### src/rtl/vai_c0tx_rr_arb.sv
// Round-robin arbiter of NUM_SUB_AFUS sub-AFU requesters onto CCI-P c0 Tx; optional grant stats via VAI_C0TX_ARB_STATS_EN.
// Latency: grant is combinational, registered out_* valid one cycle after the grant.
// Backpressure: c0TxAlmFull high blocks all grants; pointer and outputs hold, out_valid drops.
module vai_c0tx_rr_arb #(
    parameter int NUM_SUB_AFUS = 8,
    // CCI-P c0 Tx request header width (t_if_ccip_c0_Tx minus its valid bit)
    parameter int DATA_WIDTH   = 74
) (
    input  logic                               clk,
    input  logic                               reset,
    input  logic [NUM_SUB_AFUS-1:0]            req_valid,
    input  logic [NUM_SUB_AFUS*DATA_WIDTH-1:0] req_data,
    output logic [NUM_SUB_AFUS-1:0]            req_grant,
    input  logic [NUM_SUB_AFUS-1:0]            sub_afu_reset,
    input  logic                               c0TxAlmFull,
    output logic                               out_valid,
    output logic [DATA_WIDTH-1:0]              out_data,
    output logic [$clog2(NUM_SUB_AFUS)-1:0]    out_vmid,
    input  logic [$clog2(NUM_SUB_AFUS)-1:0]    stat_sel,
    output logic [31:0]                        stat_data
);

    localparam int IDX_W = $clog2(NUM_SUB_AFUS);

    logic [NUM_SUB_AFUS-1:0] elig;
    logic [NUM_SUB_AFUS-1:0] grant_d;
    logic [IDX_W-1:0]        gnt_idx;
    logic [IDX_W-1:0]        scan_idx;
    logic                    gnt_any;
    logic [IDX_W-1:0]        rr_ptr_q, rr_ptr_d;
    logic                    out_valid_q, out_valid_d;
    logic [DATA_WIDTH-1:0]   out_data_q, out_data_d;
    logic [IDX_W-1:0]        out_vmid_q, out_vmid_d;
    logic [DATA_WIDTH-1:0]   data_arr [NUM_SUB_AFUS];

    for (genvar g = 0; g < NUM_SUB_AFUS; g++) begin : g_unpack
        assign data_arr[g] = req_data[g*DATA_WIDTH +: DATA_WIDTH];
    end

    // Reset and almost-full both squash eligibility so no grant can leak out
    assign elig = (reset || c0TxAlmFull) ? '0 : (req_valid & ~sub_afu_reset);

    always_comb begin
        grant_d  = '0;
        gnt_idx  = '0;
        gnt_any  = 1'b0;
        scan_idx = '0;
        // Power-of-two requester count lets the index wrap by truncation
        for (int k = 0; k < NUM_SUB_AFUS; k++) begin
            scan_idx = rr_ptr_q + IDX_W'(k);
            if (!gnt_any && elig[scan_idx]) begin
                gnt_any = 1'b1;
                gnt_idx = scan_idx;
            end
        end
        if (gnt_any) begin
            grant_d[gnt_idx] = 1'b1;
        end
    end

    always_comb begin
        rr_ptr_d    = rr_ptr_q;
        out_valid_d = gnt_any;
        out_data_d  = out_data_q;
        out_vmid_d  = out_vmid_q;
        if (gnt_any) begin
            rr_ptr_d   = gnt_idx + IDX_W'(1);
            out_data_d = data_arr[gnt_idx];
            out_vmid_d = gnt_idx;
        end
    end

    always_ff @(posedge clk) begin
        if (reset) begin
            rr_ptr_q    <= '0;
            out_valid_q <= 1'b0;
            out_data_q  <= '0;
            out_vmid_q  <= '0;
        end else begin
            rr_ptr_q    <= rr_ptr_d;
            out_valid_q <= out_valid_d;
            out_data_q  <= out_data_d;
            out_vmid_q  <= out_vmid_d;
        end
    end

    assign req_grant = grant_d;
    assign out_valid = out_valid_q;
    assign out_data  = out_data_q;
    assign out_vmid  = out_vmid_q;

`ifdef VAI_C0TX_ARB_STATS_EN
    logic [31:0] cnt_q [NUM_SUB_AFUS];
    logic [31:0] stat_q;

    always_ff @(posedge clk) begin
        if (reset) begin
            for (int i = 0; i < NUM_SUB_AFUS; i++) begin
                cnt_q[i] <= '0;
            end
            stat_q <= '0;
        end else begin
            // Counters saturate rather than wrap
            for (int i = 0; i < NUM_SUB_AFUS; i++) begin
                if (grant_d[i] && (cnt_q[i] != 32'hFFFF_FFFF)) begin
                    cnt_q[i] <= cnt_q[i] + 32'd1;
                end
            end
            stat_q <= cnt_q[stat_sel];
        end
    end

    assign stat_data = stat_q;
`else
    logic unused_stat_sel;
    assign unused_stat_sel = ^stat_sel;
    assign stat_data       = 32'd0;
`endif

endmodule

### config.mk
export PLATFORM = sky130hd
export DESIGN_NAME = vai_c0tx_rr_arb
export DESIGN_NICKNAME = d
export VERILOG_FILES = /design/src/rtl/vai_c0tx_rr_arb.sv
export SDC_FILE = /design/constraint.sdc
export NUM_CORES = 1
export LEC_CHECK = 0
export CAP_MARGIN = 20
export CORE_AREA = 3 3 283 285
export CTS_CLUSTER_DIAMETER = 100
export CTS_CLUSTER_SIZE = 10
export DETAILED_ROUTE_END_ITERATION = 8
export DIE_AREA = 0 0 286 288
export PLACE_DENSITY = 0.43
export SLEW_MARGIN = 40
export SYNTH_ARGS = -nofsm -noshare
export SYNTH_HDL_FRONTEND = slang
export SYNTH_SLANG_ARGS = --single-unit
### constraint.sdc
create_clock -name clk -period 13.54 [get_ports clk]
set_input_delay 2.031 -clock clk [delete_from_list [all_inputs] [get_ports clk]]
set_output_delay 2.031 -clock clk [all_outputs]
set_load 0.02 [all_outputs]
* Yosys cells after proc, flatten, opt, wreduce, memory -nomap -nowiden *
Cells that the tools add are included.

operators by class
  bitwise logic cells = 3
  add/sub/neg operators = 8
  reductions and logical operators = 16
  multiplexer cells = 39
  magnitude comparators = 11

operator list
  cell                   number
  $bmux W74 S3           1
  $mux W74               2
  $lt A3 B4 Y1 const B   9
  $bmux W1 S3            8
  $mux W3                8
  $mux W1                17
  $mux W8                2
  $add A3 B3 Y3 const B  4
  $and A8 B8 Y8          1
  $logic_and A1 B1 Y1    8
  $not A8 Y8             1
  $logic_not A1 Y1       7
  $add A3 B1 Y3 const B  2
  $add A3 B2 Y3 const B  2
  $ge A4 B4 Y1 const B   1
  $not A3 Y4             1
  $demux W1 S3           1
  $ge A3 B1 Y1 const B   1
  $logic_or A1 B1 Y1     1

word-level totals
  bits of input ports = 614
  flip-flop bits (word level) = 81
  output and inout port bits = 118

* Logic depth before layout (Yosys ltp) *
Gate-level depths: netlist (run 1).

  depth in word-level cells = 32
  depth in mapped cells = 18
  depth with buffers taken out = 13

* Worst setup path before layout (run 1) *
Ideal clock, no wire load.

  path type = input to output
  start point = in reset
  end point = out req_grant[0]
  arrival time = 5341 ps
  path slack = 6168 ps
  stages = 13
  path through = buf_2 or4b_1 mux2_2 mux4_2 a32oi_4 a221oi_2 a22o_1 or2_1 buf_2 buf_6 buf_2 buf_2 nor2_1

between the ends
  word-level cells in the longest chain between the ends = 31
  elaborated cells on any way between the ends = 54

RTL lines
  element                                                                    RTL line  source
  from (decl)                                                                10        input logic reset,
  $logic_or A1 B1 Y1 (*)                                                     41        assign elig = (reset || c0TxAlmFull) ? '0 : (req_valid & ~sub_afu_reset);
  $mux W8 (*)                                                                41
  $bmux W1 S3                                                                51        if (!gnt_any && elig[scan_idx]) begin
  $mux W1 (not written as such)                                              51
  $mux W1                                                                    51
  $logic_not A1 Y1                                                           51
  $logic_and A1 B1 Y1                                                        51
  $mux W1                                                                    51
  [... 15 more ...]                                                          -
  $logic_not A1 Y1                                                           51
  $logic_and A1 B1 Y1                                                        51
  $mux W3                                                                    51
  $lt A3 B4 Y1 (not written as such) / $ge A3 B1 Y1 (equally long branches)  57        grant_d[gnt_idx] = 1'b1;
  $logic_and A1 B1 Y1 (not written as such)                                  57
  $mux W1 (not written as such)                                              57
  $demux W1 S3                                                               57
  $mux W8 (*)                                                                56        if (gnt_any) begin
  to (decl)                                                                  13        output logic [NUM_SUB_AFUS-1:0] req_grant,

Every way passes the cells marked *; elsewhere a longest branch is shown, timed or not. The select of a mux whose other input is x is not followed.

* Worst setup path in the final report (run 1) *
Same ends and word-level chain as after synthesis.

==> results_dict.tcl, run 1 <==
set metrics [dict create \
    nets 2304 \
    avgSynthCellArea_um2 8.05 \
    core_area_mm2 0.0776 \
    track_usage_pct 14.2 \
    hold_class "reg2reg" \
    hpwl_um 49900 \
    final_common_cell "clkdlybuf4s50_1" \
    synth_edf_count 0 \
    path_class "in2out" \
    port_buffers 696 \
    cp_max_fo 29 \
    clkSlewWorstSetupHoldPaths_ns 0.07 \
    seq_area_frac_synth_pct 18.9 \
    seqCellArea_mm2 0.00162 \
    finalMaxSlewViolations 0 \
    root_buffer "clkbuf_16" \
    grt_pass1_vias 11800 \
    drive_gt1_share_pct 4.08 \
    ant_nets 0 \
    multi_input_area_mm2 0.00631 \
    die_x_um 286 \
    finalCritPeriodShare_pct 71.9 \
    grt-ovfl-total 0 \
    power-per-cell-area_mw_per_mm2 236 \
    io_pins 732 \
    synth_top_flop_cell "dfxtp_1" \
    antenna_found_initial 8 \
    stdcell_area_mm2 0.0167 \
    hold_buffers 0 \
    drt-vias-per-instance 4.16 \
    setup_viol 0 \
    yosysUniqueCellTypes 67 \
    fin_util_pct 21.6 \
    synth_largest_area_cell "dfxtp_1" \
    timing.max_cap.violations 0 \
    cts_setup_buffers 0 \
    worstPathArrival_ns 7.71 \
    fin_setup_tns_ns 0 \
    post_cts_resized 0 \
    detail_route.wl_per_cell_um 22.7 \
    cts_tree "yes" \
    cts_inserted_buffers 9 \
    p_leak_nw 6.15 \
    post-synth-top-area-fraction_pct 18.9 \
    worstSetupEndpointType "output pin" \
    start_util_pct 11.0 \
    maxSlewHeadroom_pct 43.8 \
    period_needed_ns 9.74 \
    tightestPinTransition_ns 0.843 \
    synthCells 1065 \
    cts_htree_levels 3 \
    grt_start_max_net_pins 77 \
    mostFrequentLayoutCells "clkdlybuf4s50_1 (696), nand2_1 (150), mux2i_1 (145)" \
    clock_skew_ns 0.0123 \
    drtPass1Iterations 5 \
    die_h_um 288 \
    cts_buffer_depth 2 \
    peakVddDrop_mv 0.0990 \
    syn_area_mm2 0.00857 \
    die_area_mm2 0.0824 \
    async_reset_ff_share_pct 0 \
    max_freq_mhz 103 \
    clk_latency_ns 0.37 \
    area_growth_pct 95.1 \
    dr.first_iter.drc_count 430 \
    rows 102 \
    yosys_warnings 0 \
    cts.sinks 81 \
    hold_viol_final 0 \
    status "finished, final reports clean" \
    rsz0062_at_grt "false" \
    synth-seq-cells 81 \
    final.fill_count 8618 \
    remaining_drc_errors 0 \
    gp_congestion 0.875 \
    synth.area.top_cells "dfxtp_1 (19%), mux2i_1 (17%), nand2_1 (6.7%), a211o_1 (6.6%), a311oi_1 (6.6%)" \
    crit_path_start_kind "input port" \
    worstPathRequired_ns 11.51 \
    vias 11400 \
    wirelength_um 62000 \
    placed_cell_area_mm2 0.0164 \
    grt_pass1_wl_um 85200 \
    whs_ns 0.463 \
]
[path summary, 6_finish.rpt]
| check | from | to | slack [ns] | cells after the start |
|---|---|---|---|---|
| worst max register to register | rr_ptr_q[0]$_SDFFE_PP0P_ | out_data[41]$_SDFFE_PP0P_ | 6.81 | 13 |
| worst max-delay path | reset | req_grant[0] | 3.80 | 13 |
| worst min register to register | out_vmid[2]$_SDFFE_PP0P_ | out_vmid[2]$_SDFFE_PP0P_ | 0.46 | 2 |
| worst min-delay path | out_vmid[2]$_SDFFE_PP0P_ | out_vmid[2]$_SDFFE_PP0P_ | 0.46 | 2 |
[stage by stage]
step                setup slack (ns)  instances  power [mW]
finish                          3.80       2736        3.94
global route                    3.44       2732        4.27
CTS                             3.72       2732        4.04
detailed placement              3.74       2717        3.74
global placement                3.76       2715        3.70
floorplan                       6.17       1096        2.52
[cell type report]
cell class              instances  area share, %
diodes                          4         0.0599
clock buffers                  10           1.37
clock inverters                 5          0.344
inverters                       7          0.157
multi-input cells             868           37.8
flip-flops and latches         81           9.70
well taps                    1040           7.78
repair buffers                721           42.8
[state kept, by name, summed over array words and instances (netlist names)]
register   cells
rr_ptr_q       3
out_data      74
out_valid      1
out_vmid       3
[synth_stat cells, types with 5 or more instances]
cell / number
a211o_1: 65
a211oi_1: 72
a21oi_1: 8
a311oi_1: 65
a41oi_1: 10
and2_0: 16
and2_1: 54
buf_1: 9
buf_2: 25
buf_4: 35
buf_6: 12
clkbuf_1: 59
dfxtp_1: 81
inv_1: 7
mux2_1: 8
mux2i_1: 145
mux4_2: 5
nand2_1: 153
nand3_1: 21
nor2_1: 16
nor3_1: 10
nor4b_1: 12
o21ai_0: 7
o22ai_1: 75
or4b_1: 8
[cells by family after synthesis]
group | count (synthesis) | synth area share [%]
flops | 81 | 18.9
compound gates | 348 | 32.2
fa+ha+maj | 2 | 0.292
mux | 162 | 19.8
simple gates | 318 | 18.7
xor+xnor | 6 | 0.613
buf+inv | 147 | 9.39
other cells | 1 | 0.0438
[worst max-delay path, stage by stage]
cell	delay [ns]
clkdlybuf4s50_1	0.40
buf_4	0.24
or4b_1	0.69
mux2_2	0.33
mux4_2	0.55
a32oi_4	0.39
nor4_1	0.18
a311oi_1	0.49
or2_1	0.67
nand2_2	0.57
buf_4	0.40
nor2_1	0.11
clkdlybuf4s50_1	0.62
[per-layer routing]
layer | global-route usage, % | share of wire (%) | up-vias
met2 | 24.8 | 50 | 510
met4 | 3.53 | 1.8 | 2
met3 | 3.53 | 7.4 | 46
li1 | - | - | 5328
met1 | 17.3 | 41 | 5492
met5 | 0 | 0.021 | -
[power breakdown]
part | total, mW | switching, mW | internal, mW
clock network | 0.273 | 0.130 | 0.143
registers | 0.455 | 0.0758 | 0.379
logic | 3.22 | 1.93 | 1.29
Power figures use the tool's default switching activity.
==> run 2: changes to the inputs <==
CORE_AREA = 3 3 287 289   (was 3 3 283 285)
DIE_AREA = 0 0 290 292   (was 0 0 286 288)
clock period = 9.3 ns   (was 13.54 ns; I/O delays follow)
==> results_dict.tcl, run 2 (same netlist as run 1, synthesis figures left out) <==
set metrics [dict create \
    status "finished, final reports clean" \
    remaining_drc_errors 0 \
    hold_viol_final 0 \
    dr.first_iter.drc_count 446 \
    power-per-cell-area_mw_per_mm2 348 \
    worstPathArrival_ns 6.96 \
    fin_ws_ns 0.950 \
    fin_setup_tns_ns 0 \
    final_common_cell "clkdlybuf4s50_1" \
    hpwl_um 50900 \
    crit_path_start_kind "input port" \
    max_freq_mhz 120 \
    drive_gt1_share_pct 4.48 \
    port_buffers 696 \
    root_buffer "clkbuf_16" \
    io_pins 732 \
    vias 11400 \
    post_cts_resized 0 \
    cpPeakStageDelay_ns 0.79 \
    die_area_mm2 0.0847 \
    grt_pass1_wl_um 87700 \
    p_int_mw 2.68 \
    maxSlewHeadroom_pct 45.7 \
    hold_buffers 0 \
    hold_class "reg2reg" \
    worstSetupEndpointType "output pin" \
    clkSlewWorstSetupHoldPaths_ns 0.07 \
    die_x_um 290 \
    grt-ovfl-total 0 \
    wirelength_um 63200 \
    crit_top_cell "clkdlybuf4s50_1" \
    drtPass1Iterations 5 \
    detail_route.wl_per_cell_um 22.9 \
    finalCritPeriodShare_pct 89.8 \
    drt-vias-per-instance 4.13 \
    clock_skew_ns 0.0169 \
    grtUsageMet3_pct 4.25 \
    peakVddDrop_mv 0.164 \
    crit_path_top_delay_cell "or4b_1" \
    use_met1_pct 17.0 \
    cts_tree "yes" \
    finalMaxSlewViolations 0 \
    p_sw_share_pct 54.4 \
    rows 104 \
    place_ws_ns 0.902 \
    busiest_layer "met2" \
    setup_viol 0 \
    clk_latency_ns 0.39 \
    grt_start_max_net_pins 66 \
    p_seq_share_pct 11.4 \
    tightestPinTransition_ns 0.791 \
    antenna_found_initial 18 \
    timing.max_cap.violations 0 \
    rsz0062_at_grt "false" \
    period_needed_ns 8.35 \
    track_usage_pct 14.1 \
    cts.sinks 81 \
    gp_congestion 0.882 \
    cts_inserted_buffers 9 \
    worstPathRequired_ns 7.91 \
    p_leak_nw 6.18 \
    start_util_pct 10.7 \
    die_h_um 292 \
    gr-usage-met2_pct 24.5 \
    mostFrequentLayoutCells "clkdlybuf4s50_1 (696), nand2_1 (150), mux2i_1 (144)" \
    cts_buffer_depth 2 \
    combPwrFrac_pct 81.3 \
    core_area_mm2 0.0802 \
    area_growth_pct 96.6 \
    cp_max_fo 22 \
    p_sw_mw 3.19 \
    nets 2307 \
    cts_setup_buffers 0 \
    path_class "in2out" \
    ant_nets 0 \
    grt_pass1_vias 11800 \
    largest_reg_flops 74 \
    path_cells "clkdlybuf4s50_1, or4b_1, mux2_2, mux4_2, a32oi_4, or4_1, and3_1, o21ba_1, nand2_2, nor2_1, clkdlybuf4s50_1" \
    clock_power_share_pct 7.2 \
    cts_htree_levels 3 \
]
[run 2: changes by cell type in the layout (fill, tap and decap cells not counted), moves of 2 or more]
cell      before  now
clkinv_2       2    0
diode_2        4   10
inv_6          0    3
buf_12         0    2
[run 2: final cells by class]
| cell class | instances | area [µm²] |
|---|---|---|
| Antenna cell | 10 | 25.0 |
| Clock buffer | 9 | 225 |
| Clock inverter | 7 | 83.8 |
| Fill cell | 8937 | 63300 |
| Inverter | 7 | 26.3 |
| Multi-Input combinational cell | 868 | 6320 |
| Sequential cell | 81 | 1620 |
| Tap cell | 1060 | 1330 |
| Timing Repair Buffer | 724 | 7220 |
[run 2: power groups by stage]
stage	combinational [mW]	clock [mW]	sequential, mW
after floorplan	2.84	0	0.838
after global placement	4.78	0	0.671
after detailed placement	4.86	0	0.674
after CTS	4.87	0.456	0.669
after global routing	5.17	0.458	0.689
final	4.77	0.425	0.670
[run 2: per-stage QoR]
step                cell area, µm²  cells  power (mW)  hold WS (ns)  utilization (%)
CTS                          16800   2756        6.00         0.467             21.0
global route                 16800   2764        6.31         0.480             21.0
detailed placement           16500   2740        5.53         0.449             20.6
floorplan                     8690   1096        3.68         0.535                -
global placement             16400   2737        5.46         0.443             20.5
finish                       16900   2766        5.86         0.465             21.0
[run 2: path summary, 6_finish.rpt]
check / slack [ns] / cells after the start / end / startpoint
min reg2reg: 0.47 / 1 / out_data[48]$_SDFFE_PP0P_ / out_data[48]$_SDFFE_PP0P_
max: 0.95 / 11 / req_grant[4] / reset
max reg2reg: 2.84 / 13 / out_data[23]$_SDFFE_PP0P_ / rr_ptr_q[0]$_SDFFE_PP0P_
min: 0.47 / 1 / out_data[48]$_SDFFE_PP0P_ / out_data[48]$_SDFFE_PP0P_
[run 2: critical path, delay by kind of cell]
family / cells / cell delay [ns]
buffers and inverters: 2 / 1.48
multiplexers: 2 / 0.86
AO/OA/AOI/OAI: 2 / 0.87
AND/OR/NAND/NOR: 5 / 2.32
[run 2: routing by layer]
layer | routed length (µm) | share of wire (%)
met5 | 30 | 0.047
met4 | 826 | 1.3
met3 | 4510 | 7.1
met2 | 31500 | 50
met1 | 26400 | 42
==> run 3: changes to the inputs <==
SKIP_LAST_GASP = 1   (was not set)
==> results of run 3 <==
Same layout as run 2: the final DEF is identical, and so are final timing and power.
